$ cat config.mk
export PLATFORM = sky130hd
export DESIGN_NAME = four_phase_receiver
export DESIGN_NICKNAME = d
export VERILOG_FILES = /design/src/rtl/four_phase_pkg.sv /design/src/rtl/four_phase_receiver_fifo.sv /design/src/rtl/four_phase_receiver.sv
export SDC_FILE = /design/constraint.sdc
export NUM_CORES = 1
export LEC_CHECK = 0
export ABC_AREA = 0
export BUFFER_PORTS_ARGS = -buffer_cell sky130_fd_sc_hd__buf_2
export CORE_ASPECT_RATIO = 1.25
export CORE_MARGIN = 5
export CORE_UTILIZATION = 43
export DETAILED_ROUTE_END_ITERATION = 10
export PLACE_DENSITY = 0.65
export SLEW_MARGIN = 5
export SYNTH_ARGS = -nofsm -noshare
export SYNTH_HDL_FRONTEND = slang
export SYNTH_SLANG_ARGS = --single-unit
$ cat constraint.sdc
create_clock -name clk -period 2.44 [get_ports clk]
set_input_delay 0.366 -clock clk [delete_from_list [all_inputs] [get_ports clk]]
set_output_delay 0.366 -clock clk [all_outputs]
set_load 0.1 [all_outputs]
$ cat src/rtl/four_phase_pkg.sv
// Shared types and constants for the four-phase handshake receiver.
package four_phase_pkg;

    typedef enum logic [1:0] {RESYNC, IDLE, WAIT_LOW} rx_state_t;

    localparam int SYNC_STAGES = 2;

endpackage

$ cat src/rtl/four_phase_receiver_fifo.sv
// handshake_fifo: synchronous first-word-fall-through FIFO; head word reads as 0 when empty.
module handshake_fifo #(
    parameter int N     = 8,
    parameter int DEPTH = 4
) (
    input  logic                     clk,
    input  logic                     reset,
    input  logic                     push,
    input  logic [N-1:0]             push_data,
    input  logic                     pop,
    output logic [N-1:0]             data_out,
    output logic                     empty,
    output logic                     full,
    output logic [$clog2(DEPTH):0]   level
);

    localparam int AW = $clog2(DEPTH);
    localparam logic [AW-1:0] PTR_ONE  = AW'(1);
    localparam logic [AW:0]   LVL_ONE  = (AW+1)'(1);
    localparam logic [AW:0]   LVL_FULL = (AW+1)'(DEPTH);

    logic [N-1:0]  mem_q [DEPTH];
    logic [AW-1:0] wr_q, rd_q;
    logic [AW:0]   level_q, level_d;
    logic          push_ok, pop_ok;

    assign empty   = (level_q == '0);
    assign full    = (level_q == LVL_FULL);
    assign push_ok = push & ~full;
    assign pop_ok  = pop & ~empty;

    always_comb begin
        level_d = level_q;
        case ({push_ok, pop_ok})
            2'b10:   level_d = level_q + LVL_ONE;
            2'b01:   level_d = level_q - LVL_ONE;
            default: level_d = level_q;
        endcase
    end

    always_ff @(posedge clk) begin
        if (reset) begin
            wr_q    <= '0;
            rd_q    <= '0;
            level_q <= '0;
        end else begin
            if (push_ok) wr_q <= wr_q + PTR_ONE;
            if (pop_ok)  rd_q <= rd_q + PTR_ONE;
            level_q <= level_d;
        end
    end

    // Storage needs no reset: the level counter alone decides what is visible.
    always_ff @(posedge clk) begin
        if (!reset && push_ok) mem_q[wr_q] <= push_data;
    end

    assign data_out = empty ? '0 : mem_q[rd_q];
    assign level    = level_q;

endmodule

$ cat src/rtl/four_phase_receiver.sv
// Receive end of a bundled-data four-phase req/ack handshake feeding a valid/ready stream.
// Optional parity check on the bundled data is enabled by defining FOUR_PHASE_PARITY_EN.
module four_phase_receiver
    import four_phase_pkg::*;
#(
    parameter int N     = 8,
    parameter int DEPTH = 4
) (
    input  logic                     clk,
    input  logic                     reset,
    input  logic                     req_in,
    input  logic [N-1:0]             data_in,
    output logic                     ack_out,
    output logic                     valid_out,
    output logic [N-1:0]             data_out,
    input  logic                     ready_in,
    output logic [$clog2(DEPTH):0]   level
`ifdef FOUR_PHASE_PARITY_EN
    ,
    input  logic                     parity_in,
    output logic                     parity_err
`endif
);

    logic [SYNC_STAGES-1:0] sync_q;
    logic                   req_s;
    rx_state_t              state_q, state_d;
    logic                   ack_q, ack_d;
    logic                   capture, parity_ok, push;
    logic                   fifo_empty, fifo_full;

    // Flops reset high so a request already in flight is never mistaken for a fresh one.
    always_ff @(posedge clk) begin
        if (reset) sync_q <= '1;
        else       sync_q <= {sync_q[SYNC_STAGES-2:0], req_in};
    end
    assign req_s = sync_q[SYNC_STAGES-1];

    always_ff @(posedge clk) begin
        if (reset) begin
            state_q <= RESYNC;
            ack_q   <= 1'b0;
        end else begin
            state_q <= state_d;
            ack_q   <= ack_d;
        end
    end

    always_comb begin
        state_d = state_q;
        case (state_q)
            RESYNC:   if (!req_s)             state_d = IDLE;
            IDLE:     if (req_s && !fifo_full) state_d = WAIT_LOW;
            WAIT_LOW: if (!req_s)             state_d = IDLE;
            default:                          state_d = RESYNC;
        endcase
    end

    always_comb begin
        capture = (state_q == IDLE) && req_s && !fifo_full;
        ack_d   = (state_d == WAIT_LOW);
        push    = capture && parity_ok;
    end

`ifdef FOUR_PHASE_PARITY_EN
    logic parity_err_q;

    assign parity_ok = ~(^{data_in, parity_in});

    always_ff @(posedge clk) begin
        if (reset)                      parity_err_q <= 1'b0;
        else if (capture && !parity_ok) parity_err_q <= 1'b1;
    end
    assign parity_err = parity_err_q;
`else
    assign parity_ok = 1'b1;
`endif

    handshake_fifo #(
        .N     (N),
        .DEPTH (DEPTH)
    ) u_fifo (
        .clk       (clk),
        .reset     (reset),
        .push      (push),
        .push_data (data_in),
        .pop       (ready_in),
        .data_out  (data_out),
        .empty     (fifo_empty),
        .full      (fifo_full),
        .level     (level)
    );

    assign ack_out   = ack_q;
    assign valid_out = ~fifo_empty;

endmodule

After elaboration in Yosys (flattened, before gate mapping):

Memories as Yosys holds them, arrays and structs flattened. A register that Yosys moved wholly into a read port is not among the register bits.
Cells that the tools add are included.

* bits in registers: 12
* logic and storage cells: 40
* memories: 1
* input bits: 12
* memory bits (writable): 32

Memory list
* u_fifo.mem_q: words 4, bits a word 8, read ports 1, clocked after Yosys merged registers in 1, wr ports 1, line four_phase_receiver_fifo.sv:22 `logic [N-1:0] mem_q [DEPTH];`

* reductions and logical operators: 10
* eq/ne operators: 6
* multiplexer cells: 9
* add/subtract/negate cells: 4
* bitwise operators: 4

Operators with widths (number)
* 2-bit two-way mux: 4
* 8-bit two-way mux: 1
* 2-bit equality test, second input constant: 3
* 3-bit one-hot mux with 2 select lines: 1
* 2-bit by 1-bit adder with 2-bit output, second input constant: 2
* 2-bit by 1-bit equality test with 1-bit output, second input constant: 2
* 1-bit logical AND: 4
* 2-bit one-hot mux with 2 select lines: 1
* 3-bit by 1-bit adder with 3-bit output, second input constant: 1
* 3-bit equality test, second input constant: 1
* 3-bit zero test: 1
* 3-bit by 1-bit subtractor with 3-bit output, second input constant: 1
* 1-bit bitwise AND: 2
* 1-bit zero test: 2
* 2-bit zero test: 1
* 1-bit two-way mux: 2
* 1-bit inverter: 2
* 2-bit nonzero test: 1
* 2-bit OR reduction: 1

Longest topological paths before layout:

* depth in word-level cells: 7
* mapped depth: 9

Cells and area by module:

A second synthesis with hierarchy kept.

* cell total of the unflattened synthesis: 122
* area total of the unflattened synthesis: 1885.6 µm²

By module, submodules not included
* handshake_fifo: sequential area each 1141.1 µm², instances 1, area an instance 1716.6 µm², cells each 105
* four_phase_receiver: sequential area each 100.1 µm², instances 1, area an instance 168.9 µm², cells each 17

Worst setup path before layout:

No wires, ideal clock.

* kind: reg2out
* from: register u_fifo.level_q[0], in the netlist u_fifo.level[0]
* to: output data_out[0]
* path slack: -0.662 ns
* path buffers: 1
* data arrival time: 2.736 ns
* data required time: 2.074 ns
* cell stages (with the launch flop): 4
* cell sequence: dfxtp_1 > nor3_1 > buf_2 > nor2b_1

* longest elaborated chain between the ends: 2

RTL lines
* from (decl): line four_phase_receiver_fifo.sv:24 `logic [AW:0] level_q, level_d;`
* from (signal assigned): line four_phase_receiver_fifo.sv:49 `level_q <= level_d;`
* 3-bit zero test: line four_phase_receiver_fifo.sv:27 `assign empty = (level_q == '0);`
* 8-bit two-way mux: line four_phase_receiver_fifo.sv:58 `assign data_out = empty ? '0 : mem_q[rd_q];`
* to (decl): line four_phase_receiver.sv:15 `output logic [N-1:0] data_out,`

No other way between the ends.

Final worst setup path:

* from: register u_fifo.level_q[2], in the netlist u_fifo.level[2]
* to: register u_fifo.level_q[2], in the netlist u_fifo.level[2]

* longest elaborated chain between the ends: 6
* elaborated cells on any way between the ends: 14
* classes of those cells: add/sub: 2; eq/ne: 3; mux: 1; bitwise: 4; reduce/logical: 4

RTL lines
* 3-bit equality test: line four_phase_receiver_fifo.sv:28 `assign full = (level_q == LVL_FULL);`
* 1-bit zero test: line four_phase_receiver.sv:60 `capture = (state_q == IDLE) && req_s && !fifo_full;`
* 1-bit logical AND: line four_phase_receiver.sv:60
* 1-bit bitwise AND: line four_phase_receiver_fifo.sv:29 `assign push_ok = push & ~full;`
* 2-bit by 1-bit equality test with 1-bit output / 2-bit equality test (equally long branches): line four_phase_receiver_fifo.sv:34 `case ({push_ok, pop_ok})`
* 3-bit one-hot mux with 2 select lines / 2-bit nonzero test (equally long branches)

Parallel ways exist; a longest one is shown, timed or not.
A chain may end at the register's enable or synchronous reset.

==> results.md <==
* Outcome: completed
* Core area at 4130 um2
* Mean Syn Cell Area at 15.4 um2
* Post-Route WL at 3090 um
* Number of nets in the layout at 167
* RSZ-0062 raised after global routing: no
* First-pass GRT wire length at 5090 um
* Clk sinks at 46
* CTS Buf Count at 5
* Hold Crit Class: in2reg
* Initial antenna violation count at 0
* Area of the multi-input gates at 586 um2
* Fin Clk Skew at 0.00852 ns
* Vias in the first global route at 1,068
* Max_cap viols at 0
* Starting Density at 44.8%
* Flops & latches, synth at 46
* Max Slew Vio Count at 0
* Distinct cells, synth at 26
* Most frequent CP cell: inv_1
* Die Footprint at 5720 um2
* Via density at 4.89
* Rows at 26
* GP Congestion at 0.762
* WP data required at 2.66 ns
* CP Buf/Inv Count at 2
* Seq/Total Area, Yosys at 67.1%
* Critical path class: reg2reg
* Setup TNS at 0 ns
* Crit path max fanout at 7
* P&R area growth vs syn at 17.7%
* Routed vias at 1,007
* Clock Latency Late Sink at 0.29 ns
* Post-CTS Setup Inserts at 0
* Final hold violation count at 0
* Setup crit end kind: flop
* Cell Area, Synth at 1850 um2
* Slew Limit Headroom at 67.6%
* Crit share post-route at 90.7%
* GR Util All Layers at 12.4%
* Final setup fails at 0
* Die Height at 83.3 um
* Drt first pass iters at 4
* Sequential cell area at 1240 um2
* CTS root buffer: clkbuf_8
* Crit-path leading delay family: simple AND/OR/NAND/NOR gates
* Routed len/inst at 15.0 um
* Cells after Synth at 120
* Worst-Margin Slew at 0.489 ns
* Worst path slowest cell: dfxtp_2
* # IOs at 25
* Total power at 1.77 mW
* CP max stage delay at 0.38 ns
* Leakage power at 0.795 nW
* Ordered cell list for the critical path: nor3b_4, nor2_1, inv_1, ha_1, inv_1, fa_1, xor2_1, or3_1, a21oi_1
* Pwr per Cell Area at 813 nW/um2
* VDD IR max at 0.000520 V
* Layout filler cell count at 349
* Yosys warnings at 0
* H-tree level count at 2
* Overflow after GRT at 0
* Layout cells sized above 1 at 37.3%
* Hpwl dp at 2190 um
* CTS tree: done
* Die extent in x at 68.7 um
* Fmax at 452 MHz
* Number of diodes at 0
* Crit path DAT at 2.44 ns
* DR iter-0 viols at 28
* Setup crit start kind: flop
* Syn_nets at 138
* Clock buffer depth at 2
* Crit path time final at 2.21 ns
* Clock transition at path regs at 0.08 ns
* Port Buffer Count at 24
* Drc violations at 0
* Largest net degree at the start of global routing at 16
* DRT antenna net count at 0
==> layout by cell type, fill, tap and decap left out <==
cell type,Yosys,layout
edfxtp_1,32,32
buf_2,1,24
dfxtp_1,14,11
inv_1,8,8
mux4_2,8,8
nor2b_2,0,8
nor2_1,6,6
ha_1,5,5
clkbuf_8,0,5
and2_1,4,4
o21ai_0,4,4
a21oi_1,4,4
or3_1,3,3
xor2_1,3,3
dfxtp_2,0,3
nor3_1,2,2
o31ai_1,2,2
nand2_1,2,2
or2_2,2,2
nand2b_1,2,2
and3b_1,2,2
buf_4,1,2
nor3b_4,0,1
nand3b_1,1,1
or4b_1,1,1
a221oi_1,1,1
fa_1,1,1
inv_6,0,1
clkinv_2,0,1
bufinv_16,0,1
==> layout make-up <==
cell class,instances,share of cell area (%)
clock inverters,3,2.01
well taps,56,3.22
clock buffers,5,3.16
multi-input cells,62,26.9
repair buffers,26,6.20
inverters,8,1.38
flip-flops and latches,46,57.2
==> synth_stat cells <==
master | count | share of area, %
buf_2 | 1 | 0.27
a221oi_1 | 1 | 0.47
mux4_2 | 8 | 9.7
o31ai_1 | 2 | 0.81
o21ai_0 | 4 | 1.1
nand2_1 | 2 | 0.41
clkbuf_1 | 2 | 0.41
nand2b_1 | 2 | 0.68
ha_1 | 5 | 3.4
edfxtp_1 | 32 | 52
buf_4 | 1 | 0.41
or2_2 | 2 | 0.68
nor3b_2 | 1 | 0.68
a21oi_1 | 4 | 1.1
and2_1 | 4 | 1.4
nor3_1 | 2 | 0.54
dfxtp_1 | 14 | 15
nor2b_1 | 8 | 2.7
and3b_1 | 2 | 0.95
nor2_1 | 6 | 1.2
xor2_1 | 3 | 1.4
inv_1 | 8 | 1.6
fa_1 | 1 | 1.1
or3_1 | 3 | 1.0
or4b_1 | 1 | 0.54
nand3b_1 | 1 | 0.41
==> logic make-up (layout without fill, tap and decap cells) <==
group | after synthesis | after routing | synth area share, %
buffers and inverters | 12 | 42 | 2.70
flip-flops | 46 | 46 | 67.1
AO/OA/AOI/OAI | 11 | 11 | 3.45
XOR/XNOR | 3 | 3 | 1.42
multiplexers | 8 | 8 | 9.74
AND/OR/NAND/NOR | 34 | 34 | 11.2
adder cells (fa/ha/maj) | 6 | 6 | 4.46
==> final timing paths <==
path	slack [ns]	endpoint	cells past startpoint	from
worst max-delay path	0.23	u_fifo.level[2]	9	u_fifo.level[2]
worst min-delay path	0.26	sync_q[0]	2	req_in
worst max register to register	0.23	u_fifo.level[2]	9	u_fifo.level[2]
worst min register to register	0.42	sync_q[1]	1	sync_q[0]
==> report_power, final <==
group / switching [mW] / internal [mW]
Clock: 0.248 / 0.307
Combinational: 0.270 / 0.0846
Sequential: 0.0144 / 0.848
Total: 0.533 / 1.24
==> worst register-to-register path: cells and delay by family (launching register included) <==
family | cells | cell delay (ns)
XOR/XNOR | 1 | 0.17
AO/OA/AOI/OAI | 1 | 0.14
buffers and inverters | 2 | 0.14
AND/OR/NAND/NOR | 3 | 0.75
adder cells (fa/ha/maj) | 2 | 0.56
flip-flops | 1 | 0.38
==> through the flow <==
stage	worst slack [ns]	instance area, um2	util [%]	hold WS [ns]	cells
finish	0.227	2180	52.7	0.259	206
global route	0.0131	2180	52.7	0.251	206
CTS	0.181	2170	52.6	0.249	206
detailed placement	0.235	2060	49.8	0.400	198
global placement	0.336	2060	49.8	0.402	198
floorplan	0.00942	1870	-	0.389	120
==> sequential cells by signal, summed over array words and instances (netlist names), named ones only <==
name / cells
u_fifo.mem_q: 32
state_q: 2
sync_q: 2
u_fifo.level: 3
u_fifo.rd_q: 2
u_fifo.wr_q: 2
ack_out: 1
==> what timing repair did <==
action	CTS	global route
setup endpoints to repair	0	1
hold buffers	0	0
gates resized for setup	0	1
==> layer usage <==
metal	vias up	track usage, %	wire length (um)
met5	-	0	0
met4	0	6.15	94
met3	8	4.05	147
met2	24	21.2	1640
met1	483	13.1	1200
li1	492	-	-
Power figures use the tool's default switching activity.
